### src/rtl/regfile_pkg.sv
// ----------------------------------------------------------------------------
// regfile_pkg
// Shared constants and types for the register-file scoreboard.
//   REG_ADDR_W : width of a register address (rs1/rs2/rd, rf_addressC)
//   NUM_REGS   : number of architectural registers (x0 reads as zero)
//   wb_src_e   : writeback source index (ALU or load unit)
//   arb_pri_e  : round-robin priority state of the writeback arbiter
// ----------------------------------------------------------------------------
package regfile_pkg;

    localparam int REG_ADDR_W = 5;
    localparam int NUM_REGS   = 32;

    typedef enum logic {
        WB_ALU = 1'b0,
        WB_LSU = 1'b1
    } wb_src_e;

    typedef enum logic {
        PRI_ALU = 1'b0,
        PRI_LSU = 1'b1
    } arb_pri_e;

endpackage

### src/rtl/rr_arbiter2.sv
// ----------------------------------------------------------------------------
// rr_arbiter2
// Two-requester round-robin arbiter for the writeback port.
//   clk      : rising-edge clock
//   reset_n  : asynchronous active-low reset (priority returns to PRI_ALU)
//   req      : request vector, indexed by wb_src_e
//   grant    : one-hot (or zero) grant vector, combinational from req
//   priState : current priority holder, visible for debug and checkers
// A lone requester is always granted. With both requesting, the priority
// holder wins and priority passes to the other source at the next edge.
// ----------------------------------------------------------------------------
module rr_arbiter2
    import regfile_pkg::*;
(
    input  logic       clk,
    input  logic       reset_n,
    input  logic [1:0] req,
    output logic [1:0] grant,
    output arb_pri_e   priState
);

    logic bothReq;
    assign bothReq = req[WB_ALU] && req[WB_LSU];

    always_comb begin
        grant = 2'b00;
        if (bothReq) begin
            if (priState == PRI_ALU) grant[WB_ALU] = 1'b1;
            else                     grant[WB_LSU] = 1'b1;
        end else begin
            grant = req;
        end
    end

    always_ff @(posedge clk or negedge reset_n) begin
        if (!reset_n) begin
            priState <= PRI_ALU;
        end else if (bothReq) begin
            priState <= (priState == PRI_ALU) ? PRI_LSU : PRI_ALU;
        end
    end

endmodule

### src/rtl/regfile_scoreboard.sv
// ----------------------------------------------------------------------------
// regfile_scoreboard
// Issue-side hazard scoreboard plus writeback arbitration for a register file
// with a single registered write port.
//
// Ports:
//   clk, reset_n                 : clock, asynchronous active-low reset
//   issue_valid / issue_ready    : decode issue handshake (ready is comb)
//   issue_rs1/rs2/rd             : source / destination addresses
//   issue_uses_rs2               : 0 when operand B is an immediate
//   issue_writes_rd              : instruction writes rd
//   alu_wb_* / lsu_wb_*          : writeback handshakes + payload
//   rf_write_en/addressC/writeBack : registered register-file write port
//   busy_vec                     : pending-write bit per register
//   wb_err                       : sticky, writeback to a non-busy register
//   arbPriDbg                    : writeback arbiter priority state
//
// Handshake: a transfer happens at a rising edge where valid && ready are
// both 1. Ready may depend combinationally on valid and on current state;
// valid must not depend on ready.
//
// Build option: define SCOREBOARD_BYPASS_EN to treat the register being
// written this cycle (rf_write_en=1) as free, so a dependent instruction
// issues one cycle earlier. Without it, hazards use busy_vec only.
// ----------------------------------------------------------------------------
module regfile_scoreboard
    import regfile_pkg::REG_ADDR_W;
    import regfile_pkg::arb_pri_e;
    import regfile_pkg::WB_ALU;
    import regfile_pkg::WB_LSU;
#(
    parameter int BUS_DATA_WIDTH = 64,
    parameter int NUM_REGS       = regfile_pkg::NUM_REGS
) (
    input  logic                      clk,
    input  logic                      reset_n,

    input  logic                      issue_valid,
    output logic                      issue_ready,
    input  logic [REG_ADDR_W-1:0]     issue_rs1,
    input  logic [REG_ADDR_W-1:0]     issue_rs2,
    input  logic [REG_ADDR_W-1:0]     issue_rd,
    input  logic                      issue_uses_rs2,
    input  logic                      issue_writes_rd,

    input  logic                      alu_wb_valid,
    output logic                      alu_wb_ready,
    input  logic [REG_ADDR_W-1:0]     alu_wb_rd,
    input  logic [BUS_DATA_WIDTH-1:0] alu_wb_data,

    input  logic                      lsu_wb_valid,
    output logic                      lsu_wb_ready,
    input  logic [REG_ADDR_W-1:0]     lsu_wb_rd,
    input  logic [BUS_DATA_WIDTH-1:0] lsu_wb_data,

    output logic                      rf_write_en,
    output logic [REG_ADDR_W-1:0]     rf_addressC,
    output logic [BUS_DATA_WIDTH-1:0] rf_writeBack,

    output logic [NUM_REGS-1:0]       busy_vec,
    output logic                      wb_err,
    output arb_pri_e                  arbPriDbg
);

    logic [NUM_REGS-1:0]       busy;
    logic [NUM_REGS-1:0]       busyNext;
    logic [NUM_REGS-1:0]       hazBusy;
    logic [1:0]                wbReq;
    logic [1:0]                wbGrant;
    logic                      wbAccept;
    logic                      wbWrite;
    logic [REG_ADDR_W-1:0]     wbRd;
    logic [BUS_DATA_WIDTH-1:0] wbData;
    logic                      issueSet;

    // ---------------- writeback arbitration ----------------
    assign wbReq[WB_ALU] = alu_wb_valid;
    assign wbReq[WB_LSU] = lsu_wb_valid;

    rr_arbiter2 u_arb (
        .clk      (clk),
        .reset_n  (reset_n),
        .req      (wbReq),
        .grant    (wbGrant),
        .priState (arbPriDbg)
    );

    // Ready is forced low during reset so nothing can be accepted then.
    assign alu_wb_ready = reset_n && wbGrant[WB_ALU];
    assign lsu_wb_ready = reset_n && wbGrant[WB_LSU];

    assign wbAccept = (alu_wb_valid && alu_wb_ready) || (lsu_wb_valid && lsu_wb_ready);
    assign wbRd     = lsu_wb_ready ? lsu_wb_rd   : alu_wb_rd;
    assign wbData   = lsu_wb_ready ? lsu_wb_data : alu_wb_data;
    // x0 writebacks are consumed but never reach the register file.
    assign wbWrite  = wbAccept && (wbRd != '0);

    // ---------------- issue hazard check ----------------
    always_comb begin
        hazBusy = busy;
`ifdef SCOREBOARD_BYPASS_EN
        if (rf_write_en) hazBusy[rf_addressC] = 1'b0;
`endif
    end

    assign issue_ready = !hazBusy[issue_rs1]
                      && !(issue_uses_rs2  && hazBusy[issue_rs2])
                      && !(issue_writes_rd && hazBusy[issue_rd]);

    assign issueSet = issue_valid && issue_ready && issue_writes_rd && (issue_rd != '0);

    // Clear from the committing write first, then set from issue, so a
    // same-edge set/clear on one register leaves it busy.
    always_comb begin
        busyNext = busy;
        if (rf_write_en) busyNext[rf_addressC] = 1'b0;
        if (issueSet)    busyNext[issue_rd]    = 1'b1;
        busyNext[0] = 1'b0;
    end

    // ---------------- state ----------------
    always_ff @(posedge clk or negedge reset_n) begin
        if (!reset_n) begin
            busy         <= '0;
            rf_write_en  <= 1'b0;
            rf_addressC  <= '0;
            rf_writeBack <= '0;
            wb_err       <= 1'b0;
        end else begin
            busy        <= busyNext;
            rf_write_en <= wbWrite;
            if (wbWrite) begin
                rf_addressC  <= wbRd;
                rf_writeBack <= wbData;
            end
            // A write nobody was waiting for indicates a protocol slip.
            if (wbWrite && !busy[wbRd]) wb_err <= 1'b1;
        end
    end

    assign busy_vec = busy;

endmodule
### config.mk
export PLATFORM = sky130hd
export DESIGN_NAME = regfile_scoreboard
export DESIGN_NICKNAME = d
export VERILOG_FILES = /design/src/rtl/regfile_pkg.sv /design/src/rtl/rr_arbiter2.sv /design/src/rtl/regfile_scoreboard.sv
export SDC_FILE = /design/constraint.sdc
export NUM_CORES = 1
export LEC_CHECK = 0
export BUFFER_PORTS_ARGS = -buffer_cell sky130_fd_sc_hd__buf_4
export CAP_MARGIN = 20
export CORE_MARGIN = 2
export CORE_UTILIZATION = 48
export DETAILED_ROUTE_END_ITERATION = 16
export PLACE_DENSITY_LB_ADDON = 0.08
export RECOVER_POWER = 25
export SLEW_MARGIN = 5
export SYNTH_ARGS = -nofsm -noshare
export SYNTH_HDL_FRONTEND = slang
export SYNTH_SLANG_ARGS = --single-unit
export TNS_END_PERCENT = 10
### constraint.sdc
create_clock -name clk -period 2.8 [get_ports clk]
set_input_delay 0.42 -clock clk [delete_from_list [all_inputs] [get_ports clk]]
set_output_delay 0.42 -clock clk [all_outputs]
set_load 0.1 [all_outputs]
# ---- Yosys cells after proc, flatten, opt, wreduce, memory -nomap -nowiden
# Index checks and enable logic that the tools add are counted.
dict set report totals {
  register_bits 103
  in_bits 160
  wordCells 58
}
dict set report op_classes {
  magnitude_cmp 7
  mux 19
  bitwise_logic 3
  reduce_logical 23
}
# operator count
set op_table {}
lappend op_table {{$mux W32} 2}
lappend op_table {{$mux W64} 1}
lappend op_table {{$and A32 B32 Y32} 1}
lappend op_table {{$not A32 Y32} 1}
lappend op_table {{$or A32 B32 Y32} 1}
lappend op_table {{$lt A5 B6 Y1 const B} 5}
lappend op_table {{$bmux W1 S5} 4}
lappend op_table {{$logic_and A1 B1 Y1} 16}
lappend op_table {{$demux W1 S5} 2}
lappend op_table {{$ge A5 B1 Y1 const B} 2}
lappend op_table {{$reduce_bool A5 Y1} 2}
lappend op_table {{$mux W1} 8}
lappend op_table {{$mux W5} 1}
lappend op_table {{$logic_not A1 Y1} 4}
lappend op_table {{$mux W2} 1}
lappend op_table {{$logic_or A1 B1 Y1} 1}

# ---- Logic depth before layout (Yosys ltp)
dict set report logic_depth {
  word_depth 10
  mapped_depth 9
  depth_no_buf 8
}

# ---- Hierarchy
# A second synthesis with hierarchy kept.
dict set report unflattened {
  hier_cells 595
  area_unflattened_um2 5900.7
}
# mod n_inst cells_each area_per_inst_um2 seq_area_each_um2
set by_module_without_submodules {}
lappend by_module_without_submodules {regfile_scoreboard 1 589 5844.4 2552.4}
lappend by_module_without_submodules {rr_arbiter2 1 6 56.3 25.0}

# ---- Worst setup path before layout
# Ideal clock, no wire load.
dict set report synth_timing {
  path_type {flip-flop to output port}
  from {register busy[29], in the netlist busy_vec[29]}
  to {output port issue_ready}
  arrival_ns 3.710
  required_time_ns 2.380
  setup_slack_ns -1.330
  path_stages_with_launch 9
  path_buffers 1
  path_cell_list {dfrtp_1 > mux4_1 > mux2_2 > nand3_2 > o31ai_1 > nor3_2 > o21ai_2 > buf_6 > a21oi_1}
}
dict set report synth_between {
  elab_chain_cells 6
  elab_cells_between_ends 13
  classes_between {mux (6); reduce/logical (7)}
}
# element line_no
set synth_rtl {}
lappend synth_rtl {{start, declared} regfile_scoreboard.sv:65} ;# logic [NUM_REGS-1:0] busy;
lappend synth_rtl {{start signal, assigned} regfile_scoreboard.sv:130} ;# busy <= busyNext;
lappend synth_rtl {{$bmux W1 S5} regfile_scoreboard.sv:107} ;# && !(issue_uses_rs2 && hazBusy[issue_rs2])
lappend synth_rtl {{$mux W1 (implied by the code)} regfile_scoreboard.sv:107}
lappend synth_rtl {{$logic_and A1 B1 Y1} regfile_scoreboard.sv:107}
lappend synth_rtl {{$logic_not A1 Y1} regfile_scoreboard.sv:107}
lappend synth_rtl {{$logic_and A1 B1 Y1} regfile_scoreboard.sv:107}
lappend synth_rtl {{$logic_and A1 B1 Y1 *} regfile_scoreboard.sv:108} ;# && !(issue_writes_rd && hazBusy[issue_rd]);
lappend synth_rtl {{end, declared} regfile_scoreboard.sv:39} ;# output logic issue_ready,
# Every way passes the cells marked *; elsewhere a longest branch is shown, timed or not. The select of a mux whose other input is x is not followed.

# ---- Final worst setup path
dict set report layout_timing {
  from {register busy[15], in the netlist busy_vec[15]}
  to {output port issue_ready}
}
# The elaborated chain is that of the path after synthesis.

==> flow_results.xml <==
<?xml version="1.0" encoding="UTF-8"?>
<metrics>
  <group name="status">
    <metric name="run_status" unit="">finished clean</metric>
  </group>
  <group name="yosys">
    <metric name="synth_fp_nets" unit="">806</metric>
    <metric name="synth.yosys.seq_area_share" unit="%">43.6</metric>
    <metric name="yosys.area.top_type_share" unit="%">43.6</metric>
    <metric name="post_synth.cell_area_avg" unit="sq um">9.15</metric>
    <metric name="synth_cells" unit="">646</metric>
    <metric name="synthDominantAreaCellType" unit="">dfrtp_1</metric>
    <metric name="synth-seq-cells" unit="">103</metric>
    <metric name="dominantRegCellSynth" unit="">dfrtp_1</metric>
    <metric name="synth.area.top_cells" unit="">dfrtp_1, nand2_1, a31oi_1, mux4_2, nor2_1</metric>
    <metric name="post_synth_instance_area" unit="sq um">5910</metric>
    <metric name="post_synth_edffs" unit="">0</metric>
    <metric name="netlist-cell-type-count" unit="">51</metric>
    <metric name="async_reset_ff_share" unit="%">100</metric>
    <metric name="synth_warnings" unit="">0</metric>
  </group>
  <group name="placed_design">
    <metric name="final_gp_congestion" unit="">1.02</metric>
    <metric name="place.port_buffers" unit="">265</metric>
    <metric name="post-dp-hpwl" unit="microns">15400</metric>
    <metric name="place_worst_setup_slack" unit="ns">0.122</metric>
  </group>
  <group name="route">
    <metric name="drt_first_iter_violations" unit="">675</metric>
    <metric name="via_per_inst" unit="">6.01</metric>
    <metric name="wire_per_inst" unit="microns">20.1</metric>
    <metric name="dr_total_vias" unit="">6419</metric>
    <metric name="totalWireLength" unit="microns">21400</metric>
    <metric name="drt_drc_violations_left" unit="">0</metric>
    <metric name="detail-route-antenna-nets" unit="">0</metric>
    <metric name="dr.pass1.iters" unit="">5</metric>
  </group>
  <group name="final_layout">
    <metric name="layout_common_cells" unit="">buf_4, nand2_1, dfrtp_1, nor2_1, a31oi_1</metric>
    <metric name="multiInputGateArea" unit="sq um">3120</metric>
    <metric name="layout_commonest_cell" unit="">buf_4</metric>
    <metric name="antenna-diode-count" unit="">0</metric>
    <metric name="area.sequential" unit="sq um">2590</metric>
    <metric name="layout.nets" unit="">1076</metric>
    <metric name="fillerInstances" unit="">987</metric>
    <metric name="layout_cell_share_with_drive_strength_beyond_1" unit="%">36.5</metric>
    <metric name="area_delta_synth_final" unit="%">42.5</metric>
  </group>
  <group name="cts">
    <metric name="clock_root_buffer" unit="">clkbuf_16</metric>
    <metric name="cts_tree" unit="">yes</metric>
    <metric name="clk_latency" unit="ns">0.35</metric>
    <metric name="clk_pin_slew_worst_paths" unit="ns">0.08</metric>
    <metric name="ctsLongestPathBuffers" unit="">2</metric>
    <metric name="h-tree-depth" unit="">3</metric>
    <metric name="cts.sink_count" unit="">103</metric>
    <metric name="cts-buffers-inserted" unit="">9</metric>
  </group>
  <group name="floorplanning">
    <metric name="chipHeight" unit="microns">115</metric>
    <metric name="initial_utilization" unit="%">49.2</metric>
    <metric name="die_width" unit="microns">115</metric>
    <metric name="fp-row-count" unit="">40</metric>
    <metric name="io_pins" unit="">267</metric>
    <metric name="design.die.area" unit="sq um">13200</metric>
    <metric name="design.core.area" unit="sq um">12000</metric>
  </group>
  <group name="sta">
    <metric name="slew_headroom" unit="%">19.0</metric>
    <metric name="drv_slew" unit="">0</metric>
    <metric name="post_route_skew" unit="ns">0.0105</metric>
    <metric name="timing.final.hold_violations" unit="">0</metric>
    <metric name="final.setup.worst_slack" unit="ns">0.0577</metric>
    <metric name="worstMarginPinSlew" unit="ns">1.22</metric>
    <metric name="achievable-frequency" unit="MHz">365</metric>
    <metric name="layout_min_cycle_time" unit="ns">2.74</metric>
    <metric name="worst_hold_slack" unit="ns">0.316</metric>
    <metric name="min_period_over_period" unit="%">97.9</metric>
    <metric name="final-setup-viol-count" unit="">0</metric>
  </group>
  <group name="power_and_ir_drop">
    <metric name="vdd_drop_max" unit="mV">0.769</metric>
    <metric name="power_density" unit="nW/um^2">1330</metric>
    <metric name="fin_total_pwr" unit="uW">11200</metric>
    <metric name="leakage" unit="uW">0.00372</metric>
  </group>
  <group name="global_route">
    <metric name="vias_in_the_first_global_route" unit="">6168</metric>
    <metric name="wire_length_of_the_first_global_routing_pass" unit="microns">32600</metric>
    <metric name="global_route.overflow_total" unit="">0</metric>
    <metric name="antenna_found_initial" unit="">0</metric>
    <metric name="global_route.usage.total" unit="%">31.8</metric>
    <metric name="grt_max_degree" unit="">77</metric>
  </group>
  <group name="critical_path">
    <metric name="critical_path_required" unit="ns">2.38</metric>
    <metric name="worstSetupStartpointType" unit="">flop</metric>
    <metric name="worstSetupEndpointType" unit="">output port</metric>
    <metric name="critPathKind" unit="">flop to output port</metric>
    <metric name="crit_arrival" unit="ns">2.32</metric>
    <metric name="crit_fanout" unit="">4</metric>
  </group>
  <group name="hold_path">
    <metric name="hold_class" unit="">input port to flop</metric>
  </group>
  <group name="run">
    <metric name="max_cap_violations" unit="">0</metric>
  </group>
</metrics>
[kinds of logic (layout without fill, tap and decap cells)]
group	Yosys count	in the layout	share of synthesized area, %
xor gates and xnor gates	1	1	0.148
and+or+nand+nor	273	273	20.2
AOI/OAI and AO/OA	166	166	19.3
other	1	1	0.0635
buffers and inverters	54	329	4.15
DFF	103	103	43.6
muxes	48	48	12.6
[per-stage QoR]
step	instance area, sq um	TNS, ns	utilization (%)	std cells
final	8420	0	70.1	1068
after global placement	8130	0	67.7	1036
after detailed placement	8130	0	67.7	1036
after global routing	8420	-0.0141	70.1	1068
after CTS	8520	0	71.0	1063
after floorplan	5930	-0.261	-	646
[power by group]
group	total, uW	switching (uW)	internal (uW)
Combinational	7350	5620	1730
Sequential	2580	543	2040
Clock	1300	600	704
Total	11200	6760	4470
[repair_timing]
| action | in CTS | in global routing |
|---|---|---|
| endpoints found under the setup margin | 1 | 1 |
| hold buffers | 1 | 0 |
| buffers inserted | 10 | 5 |
| pin swaps | 0 | 3 |
| hold endpoints to repair | 7 | 0 |
| resized for setup | 4 | 15 |
[flip-flops by register name, indices dropped and copies added, names as in the netlist]
name,count
busy_vec,31
rf_addressC,5
rf_writeBack,64
rf_write_en,1
u_arb.priState,1
wb_err,1
[synth_stat cells, types with 2 or more instances]
master,number
nand2_1,143
dfrtp_1,103
nor2_1,77
a31oi_1,67
clkbuf_1,36
o21ai_0,33
mux2i_1,27
o41ai_1,26
mux4_2,13
nand3b_1,9
nand3_1,8
a21oi_1,7
and3_1,7
buf_2,7
a211oi_1,6
mux4_1,6
nor3b_1,5
o22ai_1,5
o41ai_2,5
buf_1,4
buf_6,4
o211ai_1,4
or3b_2,4
nand2b_1,3
nand4b_1,3
a21o_1,2
inv_1,2
mux2_2,2
nand4_1,2
nor2b_1,2
nor4_1,2
or3_1,2
or4_1,2
[critical path, cell delays in order, from the launching register on]
cell	delay (ns)
dfrtp_2	0.45
buf_6	0.13
mux4_2	0.47
mux2i_2	0.18
nor3b_2	0.07
nor3_2	0.19
o21ai_2	0.12
a21oi_4	0.16
buf_12	0.19
[final timing paths]
kind | start | to | slack [ns] | cells after the start
max in group asynchronous | reset_n | busy_vec[30] | 1.14 | 3
min in group asynchronous | reset_n | busy_vec[27] | 0.37 | 2
min | lsu_wb_data[40] | rf_writeBack[40] | 0.32 | 3
max reg2reg | busy_vec[15] | busy_vec[27] | 0.21 | 9
max | busy_vec[15] | issue_ready | 0.06 | 8
min reg2reg | wb_err | wb_err | 0.50 | 1
[final cells by class]
| type | instances | share of cell area, % |
|---|---|---|
| multi-input combinational | 489 | 37.1 |
| sequential | 103 | 30.8 |
| timing repair buffer | 311 | 26.2 |
| clock buffer | 9 | 2.68 |
| tap | 147 | 2.18 |
| clock inverter | 7 | 0.922 |
| inverter | 2 | 0.0892 |
[per-layer routing]
| metal | global-route usage [%] | vias up | wire length [microns] |
|---|---|---|---|
| met5 | 0 | - | 0 |
| met4 | 12.7 | 0 | 656 |
| met3 | 8.59 | 54 | 2150 |
| met2 | 50.7 | 389 | 10300 |
| met1 | 41.5 | 3063 | 8350 |
| li1 | - | 2913 | - |
Note: power is estimated with default switching activity, not from simulation.
